## src/rtl/apb3_pkg.sv

```systemverilog
// Shared definitions for the APB3 master bridge: the transfer FSM state
// encoding and an elaboration-time ceiling-log2 helper.
package apb3_pkg;

    typedef enum logic [1:0] {
        IDLE   = 2'd0,
        SETUP  = 2'd1,
        ACCESS = 2'd2
    } apb_state_t;

    // Ceiling log2 for parameter arithmetic (clog2(1) = 0, clog2(2) = 1, ...).
    function automatic int clog2(input int value);
        int result;
        int rem;
        result = 0;
        rem    = value - 1;
        while (rem > 0) begin
            result = result + 1;
            rem    = rem >> 1;
        end
        return result;
    endfunction

endpackage

```

## src/rtl/apb3_addr_decoder.sv

```systemverilog
// Maps a command address onto a one-hot slave select plus the binary slave
// index. The slave is chosen by the top log2(NUM_SLAVES) address bits; a
// single-slave system always selects slave 0.
module apb3_addr_decoder
    import apb3_pkg::*;
#(
    parameter int ADDR_WIDTH = 8,
    parameter int NUM_SLAVES = 2,
    parameter int IDX_W      = (NUM_SLAVES > 1) ? clog2(NUM_SLAVES) : 1
) (
    input  logic [ADDR_WIDTH-1:0] addr,
    output logic [NUM_SLAVES-1:0] sel,
    output logic [IDX_W-1:0]      idx
);

    // The low address bits are the offset inside the slave and play no part
    // in choosing it; they are folded here only so they count as consumed.
    logic unused_addr_bits;

    if (NUM_SLAVES == 1) begin : g_single
        assign idx              = '0;
        assign unused_addr_bits = ^addr;
    end else begin : g_multi
        assign idx              = addr[ADDR_WIDTH-1 -: IDX_W];
        assign unused_addr_bits = ^addr[ADDR_WIDTH-IDX_W-1:0];
    end

    // One-hot expansion of the slave index.
    always_comb begin
        // NOTE: default first, so every path assigns sel and no latch is inferred.
        sel      = '0;
        sel[idx] = 1'b1;
    end

endmodule

```

## src/rtl/apb3_master_bridge.sv

```systemverilog
// Command-to-APB3 master bridge. A command accepted in IDLE is carried
// through one SETUP cycle and one or more ACCESS cycles on the decoded
// slave, then answered with a single-cycle response pulse. An optional
// ACCESS-cycle timeout aborts a transfer whose slave never becomes ready.
// Every output is driven straight from a register.
module apb3_master_bridge
    import apb3_pkg::*;
#(
    parameter int ADDR_WIDTH = 8,
    parameter int DATA_WIDTH = 32,
    parameter int NUM_SLAVES = 2,
    parameter int TIMEOUT    = 16
) (
    input  logic                             pclk,
    input  logic                             presetn,
    input  logic                             cmd_valid,
    output logic                             cmd_ready,
    input  logic                             cmd_write,
    input  logic [ADDR_WIDTH-1:0]            cmd_addr,
    input  logic [DATA_WIDTH-1:0]            cmd_wdata,
    output logic                             rsp_valid,
    output logic [DATA_WIDTH-1:0]            rsp_rdata,
    output logic                             rsp_err,
    output logic                             rsp_timeout,
    output logic [NUM_SLAVES-1:0]            psel,
    output logic                             penable,
    output logic                             pwrite,
    output logic [ADDR_WIDTH-1:0]            paddr,
    output logic [DATA_WIDTH-1:0]            pwdata,
    input  logic [NUM_SLAVES*DATA_WIDTH-1:0] prdata,
    input  logic [NUM_SLAVES-1:0]            pready,
    input  logic [NUM_SLAVES-1:0]            pslverr
);

    localparam int IDX_W = (NUM_SLAVES > 1) ? clog2(NUM_SLAVES) : 1;
    // The counter holds the number of ACCESS cycles already spent without
    // pready, so it only needs to reach TIMEOUT-1.
    localparam int CNT_W = (TIMEOUT > 1) ? clog2(TIMEOUT) : 1;
    localparam logic [CNT_W-1:0] TCNT_LAST = CNT_W'((TIMEOUT > 0) ? TIMEOUT - 1 : 0);

    apb_state_t state_q, state_d;

    logic [NUM_SLAVES-1:0] dec_sel;
    logic [IDX_W-1:0]      dec_idx;
    logic [IDX_W-1:0]      idx_q, idx_d;
    logic [CNT_W-1:0]      tcnt_q, tcnt_d;

    logic                  cmd_ready_d;
    logic [NUM_SLAVES-1:0] psel_d;
    logic                  penable_d;
    logic                  pwrite_d;
    logic [ADDR_WIDTH-1:0] paddr_d;
    logic [DATA_WIDTH-1:0] pwdata_d;
    logic                  rsp_valid_d;
    logic [DATA_WIDTH-1:0] rsp_rdata_d;
    logic                  rsp_err_d;
    logic                  rsp_timeout_d;

    logic [DATA_WIDTH-1:0] slave_rdata [NUM_SLAVES];
    logic                  sel_ready;
    logic                  sel_err;
    logic [DATA_WIDTH-1:0] sel_rdata;

    apb3_addr_decoder #(
        .ADDR_WIDTH (ADDR_WIDTH),
        .NUM_SLAVES (NUM_SLAVES),
        .IDX_W      (IDX_W)
    ) u_decoder (
        .addr (cmd_addr),
        .sel  (dec_sel),
        .idx  (dec_idx)
    );

    for (genvar k = 0; k < NUM_SLAVES; k++) begin : g_unpack
        assign slave_rdata[k] = prdata[k*DATA_WIDTH +: DATA_WIDTH];
    end

    // Only the slave latched at accept time is looked at; the others are ignored.
    assign sel_ready = pready[idx_q];
    assign sel_err   = pslverr[idx_q];
    assign sel_rdata = slave_rdata[idx_q];

    // Next-state and next-output logic; every register holds unless a state acts.
    always_comb begin
        state_d       = state_q;
        idx_d         = idx_q;
        tcnt_d        = tcnt_q;
        cmd_ready_d   = cmd_ready;
        psel_d        = psel;
        penable_d     = penable;
        pwrite_d      = pwrite;
        paddr_d       = paddr;
        pwdata_d      = pwdata;
        rsp_valid_d   = 1'b0;
        rsp_rdata_d   = '0;
        rsp_err_d     = 1'b0;
        rsp_timeout_d = 1'b0;

        unique case (state_q)
            IDLE: begin
                if (cmd_valid) begin
                    state_d     = SETUP;
                    cmd_ready_d = 1'b0;
                    psel_d      = dec_sel;
                    idx_d       = dec_idx;
                    pwrite_d    = cmd_write;
                    paddr_d     = cmd_addr;
                    pwdata_d    = cmd_wdata;
                    tcnt_d      = '0;
                end
            end

            SETUP: begin
                state_d   = ACCESS;
                penable_d = 1'b1;
            end

            ACCESS: begin
                // Ready is checked before the timeout so a slave answering on
                // the last permitted cycle still completes normally.
                if (sel_ready) begin
                    state_d     = IDLE;
                    cmd_ready_d = 1'b1;
                    psel_d      = '0;
                    penable_d   = 1'b0;
                    rsp_valid_d = 1'b1;
                    rsp_err_d   = sel_err;
                    rsp_rdata_d = (!pwrite && !sel_err) ? sel_rdata : '0;
                end else if ((TIMEOUT > 0) && (tcnt_q == TCNT_LAST)) begin
                    state_d       = IDLE;
                    cmd_ready_d   = 1'b1;
                    psel_d        = '0;
                    penable_d     = 1'b0;
                    rsp_valid_d   = 1'b1;
                    rsp_err_d     = 1'b1;
                    rsp_timeout_d = 1'b1;
                end else begin
                    tcnt_d = tcnt_q + CNT_W'(1);
                end
            end

            default: begin
                state_d     = IDLE;
                cmd_ready_d = 1'b1;
                psel_d      = '0;
                penable_d   = 1'b0;
            end
        endcase
    end

    // State register and registered outputs with synchronous reset.
    // NOTE: non-blocking assignments, so every register samples pre-edge values.
    always_ff @(posedge pclk) begin
        if (!presetn) begin
            // NOTE: datapath registers are reset as well; paddr, pwdata and
            // rsp_rdata are visible outputs that must come up at zero.
            state_q     <= IDLE;
            idx_q       <= '0;
            tcnt_q      <= '0;
            cmd_ready   <= 1'b1;
            psel        <= '0;
            penable     <= 1'b0;
            pwrite      <= 1'b0;
            paddr       <= '0;
            pwdata      <= '0;
            rsp_valid   <= 1'b0;
            rsp_rdata   <= '0;
            rsp_err     <= 1'b0;
            rsp_timeout <= 1'b0;
        end else begin
            state_q     <= state_d;
            idx_q       <= idx_d;
            tcnt_q      <= tcnt_d;
            cmd_ready   <= cmd_ready_d;
            psel        <= psel_d;
            penable     <= penable_d;
            pwrite      <= pwrite_d;
            paddr       <= paddr_d;
            pwdata      <= pwdata_d;
            rsp_valid   <= rsp_valid_d;
            rsp_rdata   <= rsp_rdata_d;
            rsp_err     <= rsp_err_d;
            rsp_timeout <= rsp_timeout_d;
        end
    end

endmodule

```

## config.mk

```make
export PLATFORM = sky130hd
export DESIGN_NAME = apb3_master_bridge
export DESIGN_NICKNAME = d
export VERILOG_FILES = /design/src/rtl/apb3_pkg.sv /design/src/rtl/apb3_addr_decoder.sv /design/src/rtl/apb3_master_bridge.sv
export SDC_FILE = /design/constraint.sdc
export NUM_CORES = 1
export LEC_CHECK = 0
export CAP_MARGIN = 40
export CELL_PAD_IN_SITES_DETAIL_PLACEMENT = 2
export CELL_PAD_IN_SITES_GLOBAL_PLACEMENT = 2
export CORE_UTILIZATION = 19
export CTS_CLUSTER_DIAMETER = 150
export DETAILED_ROUTE_END_ITERATION = 6
export PLACE_DENSITY = 0.8
export SLEW_MARGIN = 20
export SYNTH_ARGS = -nofsm -noshare
export SYNTH_HDL_FRONTEND = slang
export SYNTH_HIERARCHICAL = 1
export SYNTH_SLANG_ARGS = --single-unit
```

## constraint.sdc

```tcl
create_clock -name pclk -period 1.95 [get_ports pclk]
set_clock_uncertainty 0.05 [all_clocks]
set_input_delay 0.2925 -clock pclk [delete_from_list [all_inputs] [get_ports pclk]]
set_output_delay 0.2925 -clock pclk [all_outputs]
set_load 0.02 [all_outputs]
```

==> impl_results.md, run 1 <==
* Status: finished clean
* Final Hold Viols at 0
* Total GRT Usage at 0.1394
* Top Usage Layer GRT: met2
* Critical path class: register to primary output
* Int Pwr at 3.160 mW
* Cells after synthesis at 355
* Reg2Reg Setup Slack at 0.30 ns
* CTS tree: built
* Final nets at 652
* WL per Instance at 15.82 um
* Post-synth EDFFs at 0
* Slew Limit Fails at 0
* Leading cell type in the layout, fill and taps excluded: clkdlybuf4s50_1
* RSZ-0062 raised after global routing: false
* Worst EP arrival at 1.41 ns
* Worst-path cell chain: clkdlybuf4s50_1
* Number of instances in the placed design at 743
* Initial antenna violation count at 0
* CP top delay family: buffers and inverters
* Routed Antenna Nets at 0
* Relative max-transition margin at 0.6454
* Vias in the first global route at 3,482
* Switching share of power at 0.2622
* CTS Sinks at 87
* Synthesized area per cell at 8.836 um^2
* Total gr overflow at 0
* Maxcap violations at 0
* Startpoint Class: register
* # DRC at 0
* Period utilization at 0.8972
* Initial Util at 0.1960
* CTS Buf Count at 9
* Antenna cell count at 0
* Post_cts resized at 0
* Port Buffers at 191
* Global-route wire length before repair at 17.93 mm
* Htree depth at 3
* Minimum clock period at 1.749 ns
* Rows at 46
* Wirelength, routed at 12.02 mm
* CP max FO at 3
* Clock transition at path regs at 0.06 ns
* Synth warnings at 6
* Most frequent cells in the layout: clkdlybuf4s50_1, nand2_1, dfxtp_1
* IO Count at 192
* Buf+Inv Stages, Crit Path at 1
* Comb power frac at 0.173
* Critical path's largest stage delay at 0.68 ns
* Via density at 4.171
* Final setup violation count at 0
* Leakage at 2.010 nW
* Gpl congestion at 0.7085
* GR Util met1 at 0.1439
* Via count at 3,170
* Post-CTS Setup Repair Bufs at 0
* Max IR drop VDD at 0.3547 mV
* # fillers at 1,797
* CP required at 1.61 ns
* Largest net degree at the start of global routing at 48
* First-pass detailed-route iteration total at 3
* Top cell type's share of synthesized area at 0.5552
* Root buffer cell: clkbuf_16
* Clock Latency Late Sink at 0.34 ns
* Top post-synthesis cells by area: dfxtp_1, nand2_1, mux2i_1, a21oi_1, nor2_1
* Sequential share of power at 0.441
* Die area at 17,030 um^2
* Maximum clock frequency at 571.6 MHz
* Worst Tran Pin Value at 0.5308 ns
* Die Y-Extent at 130.5 um
* Met2 Usage GRT at 0.2518
* Yosys reg bits at 87
* Crit. End Element: primary output
* Netlist Area Pre-Place at 3137 um^2
* HPWL reported at the end of detailed placement at 9.137 mm
* Clock power share at 0.385
* Register area share after synthesis at 0.5552
* Die W at 130.5 um
* Met3 usage at 0.05619
* Hold_buf cts at 0
* Async S/R FF share, synth at 0
* Synth cell types at 28
* Pwr Density at 767.0 nW/um^2
* Hold WC Path Type: register to register
* Finished Layout Cells at 760
* Drt initial violations at 82
* Layout cell share with drive strength beyond 1 at 0.05515
* Setup TNS at 0 ns
* Sw Pwr at 1.123 mW
* Buffer levels on the longest clock path at 2
* Core footprint at 16,000 um^2
* Synthesis-to-finish area growth at 78.02%
* Syn_nets at 468
* Cell taking the most area after synthesis: dfxtp_1
* Slowest CP cell: clkdlybuf4s50_1
* Synth Flop Type: dfxtp_1
[sequential cells by signal (all words and copies together), names as in the netlist]
signal	cells
pwdata	32
rsp_rdata	32
paddr	8
tcnt_q	4
psel	2
state_q	2
cmd_ready	1
idx_q	1
penable	1
pwrite	1
rsp_err	1
rsp_timeout	1
rsp_valid	1
[per-stage QoR]
stage | utilization | cell area [um^2] | power, mW | setup WS, ns | hold WS (ns)
4_1_cts | 0.3477 | 5564 | 4.378 | 0.1795 | 0.4093
2_1_floorplan | - | 3137 | 2.231 | 0.5813 | 0.3785
3_3_place_gp | 0.3300 | 5280 | 2.654 | 0.1786 | 0.3924
6_report | 0.3490 | 5584 | 4.283 | 0.2005 | 0.4064
5_1_grt | 0.3490 | 5584 | 4.512 | 0.1384 | 0.4307
3_5_place_dp | 0.3300 | 5280 | 2.683 | 0.05055 | 0.4003
[final cells by class]
class                           instances  area [um^2]  area share
Clock buffer                           10        239.0     0.04280
Inverter                                5        18.77    0.003361
Timing Repair Buffer                  198         2014      0.3607
Clock inverter                          6        45.04    0.008066
Multi-Input combinational cell        238         1254      0.2245
Tap cell                              216        270.3     0.04840
Sequential cell                        87         1743      0.3121
[layer usage]
metal | up-vias | routed length [um]
li1 | 1524 | -
met1 | 1492 | 4577
met3 | 16 | 1264
met4 | 0 | 208
met2 | 138 | 5971
met5 | - | 0
[worst paths after layout]
kind              cells past startpoint                     from                      to
hold / removal                        2   pwdata[3]$_SDFFE_PN0P_  pwdata[3]$_SDFFE_PN0P_
setup / recovery                      1      pwrite$_SDFFE_PN0P_                  pwrite
setup reg to reg                      4  state_q[1]$_SDFFE_PN0P_  tcnt_q[3]$_SDFFE_PN0P_
hold reg to reg                       2   pwdata[3]$_SDFFE_PN0P_  pwdata[3]$_SDFFE_PN0P_
[power groups by stage]
stage / registers [mW] / logic (mW) / clock network [mW]
after floorplan: 2.00 / 0.230 / 0
after detailed placement: 1.93 / 0.752 / 0
after global routing: 1.90 / 0.804 / 1.81
after global placement: 1.92 / 0.730 / 0
final: 1.89 / 0.743 / 1.65
after CTS: 1.89 / 0.756 / 1.73
[cell usage after synthesis (2+ instances only)]
cell type	instances
nor2_1	37
clkbuf_1	7
inv_2	2
inv_1	3
buf_2	15
nand3_1	8
dfxtp_1	87
a21oi_1	45
buf_4	2
mux2i_1	32
nand2_1	92
o21ai_0	2
a31oi_1	2
o21ai_1	5
nand4_1	3
[cells by family after synthesis]
| family | count (synthesis) | synth area share |
|---|---|---|
| xor gates and xnor gates | 1 | 0.002793 |
| adders and majority gates | 1 | 0.003988 |
| and+or+nand+nor | 148 | 0.1899 |
| AOI/OAI and AO/OA | 55 | 0.09214 |
| muxes | 33 | 0.1093 |
| DFF | 87 | 0.5552 |
| buffers and inverters | 30 | 0.04667 |
Note: power is estimated with default switching activity, not from simulation.
==> inputs of run 2 (changes only) <==
- CORE_MARGIN: default -> 2
- MAX_ROUTING_LAYER: default -> met4
==> run 2 against run 1 <==
Compared with the run above: critical path depth did not move; sequential power barely moved; combinational power barely moved; global-route usage rose by 0.45 points; final cell count did not move; register-to-register slack improved by 0.10 ns; setup slack got worse by 0.024 ns; critical endpoint unchanged; largest power group unchanged.
==> impl_results.md, run 2 (synthesized netlist as in run 1, its figures left out) <==
* Crit. End Element: primary output
* Global-route wire length before repair at 19.23 mm
* Biggest regs: pwdata (32), rsp_rdata (32), paddr (8)
* Vias in the first global route at 3,463
* Leading cell type in the layout, fill and taps excluded: clkdlybuf4s50_1
* Reg2Reg Depth at 3
* Maximum clock frequency at 564.0 MHz
* Worst-path cell chain: clkdlybuf4s50_1
* Startpoint Class: register
* Buf+Inv Stages, Crit Path at 1
* Final Hold Viols at 0
* Pwr Density at 788.4 nW/um^2
* # DRC at 0
* Maxcap violations at 0
* RSZ-0062 raised after global routing: false
* Slowest CP cell: clkdlybuf4s50_1
* Critical path's largest stage delay at 0.67 ns
* Setup crit start: pwrite$_SDFFE_PN0P_
* Total GRT Usage at 0.1439
* Final setup violation count at 0
* Total gr overflow at 0
* Placed cell area at 5300 um^2
* Period utilization at 0.9093
* Max IR drop VDD at 0.3373 mV
* Port Buffers at 191
* Minimum clock period at 1.773 ns
* Clock transition at path regs at 0.06 ns
* Synthesis-to-finish area growth at 78.86%
* Layout cell share with drive strength beyond 1 at 0.05331
* Final Util at 0.3506
* Via count at 3,181
* # fillers at 1,809
* Register area at 1743 um^2
* R2r startpoint: idx_q$_SDFFE_PN0P_
* Reg2Reg Setup Slack at 0.40 ns
* Finished Layout Cells at 760
* Buffer levels on the longest clock path at 2
* Final nets at 652
* CP required at 1.61 ns
* Post_cts resized at 0
* Number of instances in the placed design at 744
* CTS Buf Count at 9
* CP Depth at 1
* Setup crit end: pwrite
* Hold slack at 0.4086 ns
* Wirelength, routed at 12.12 mm
* Worst Tran Pin Value at 0.5569 ns
* Relative max-transition margin at 0.6287
* Hold WC Path Type: register to register
* Final Cell Area at 5610 um^2
* Initial antenna violation count at 0
* Leakage at 2.034 nW
* Critical path class: register to primary output
* RR Endpoint: rsp_rdata[4]$_SDFF_PN0_
* Post-CTS Setup Repair Bufs at 0
* Gpl congestion at 0.7621
* Drt initial violations at 70
* Die Y-Extent at 132.5 um
* Routed Antenna Nets at 0
* Largest net degree at the start of global routing at 48
* Antenna cell count at 0
* WL per Instance at 15.95 um
* Initial Util at 0.1960
* Most frequent cells in the layout: clkdlybuf4s50_1, nand2_1, dfxtp_1
* HPWL reported at the end of detailed placement at 9.381 mm
* Htree depth at 3
* Root buffer cell: clkbuf_16
* First-pass detailed-route iteration total at 4
* Rows at 46
* Multi-input logic area at 1254 um^2
* Setup TNS at 0 ns
* Clock Latency Late Sink at 0.33 ns
* Slew Limit Fails at 0
* CTS tree: built
* IO Count at 192
* Core footprint at 16,000 um^2
* CP max FO at 3
* Via density at 4.186
* Worst EP arrival at 1.43 ns
* Die W at 132.5 um
* Status: finished clean
* Die area at 17,550 um^2
* CTS Sinks at 87
* Hold_buf cts at 0
* CP top delay family: buffers and inverters
==> run 2: cell count changes in the layout (fill, tap and decap cells not counted), sizes merged <==
cell,before,now
clkinvlp,3,0
clkbuf,10,13
inv,6,5
bufinv,0,1
==> run 2: worst min-delay path by stage <==
| stage | from | to | slack (ns) | cells past startpoint |
|---|---|---|---|---|
| 2_1_floorplan | cmd_wdata[25] | pwdata[25]$_SDFFE_PN0P_ | 0.38 | 2 |
| 3_3_place_gp | pwdata[28]$_SDFFE_PN0P_ | pwdata[28]$_SDFFE_PN0P_ | 0.39 | 2 |
| 3_5_place_dp | pwdata[17]$_SDFFE_PN0P_ | pwdata[17]$_SDFFE_PN0P_ | 0.40 | 2 |
| 4_1_cts | pwdata[17]$_SDFFE_PN0P_ | pwdata[17]$_SDFFE_PN0P_ | 0.41 | 2 |
| 5_1_grt | pwdata[10]$_SDFFE_PN0P_ | pwdata[10]$_SDFFE_PN0P_ | 0.43 | 2 |
| 6_report | pwdata[5]$_SDFFE_PN0P_ | pwdata[5]$_SDFFE_PN0P_ | 0.41 | 2 |
==> run 2: metal layers <==
layer,GRT usage,routed length [um],vias up
met3,0.05517,1019,9
met2,0.2340,5865,134
met1,0.1666,5142,1515
li1,-,-,1523
met5,-,0,-
met4,0.03763,95,0
==> run 2: area by class of cell <==
class | instances | share of cell area
clock buffer | 13 | 0.04817
clock inverter | 3 | 0.007136
inverter | 5 | 0.003345
multi-input combinational | 238 | 0.2235
sequential | 87 | 0.3107
tap | 216 | 0.04817
timing repair buffer | 198 | 0.3591
==> run 2: where the power goes <==
part / switching [mW] / internal (mW) / total [mW]
registers: 0.0419 / 1.85 / 1.89
logic: 0.334 / 0.410 / 0.744
clock network: 0.695 / 1.09 / 1.79
==> run 2: per-stage QoR <==
stage                     setup slack [ns]  power [mW]
after global routing               0.08800       4.656
after detailed placement           0.08757       2.690
after floorplan                     0.5813       2.231
final                               0.1768       4.423
after global placement              0.1829       2.656
after CTS                           0.1245       4.520
==> run 2: tightest hold or removal path: stages, from the launching register on <==
cell and delay [ns]:
dfxtp_1 0.31, nand2_1 0.05, a21oi_1 0.05
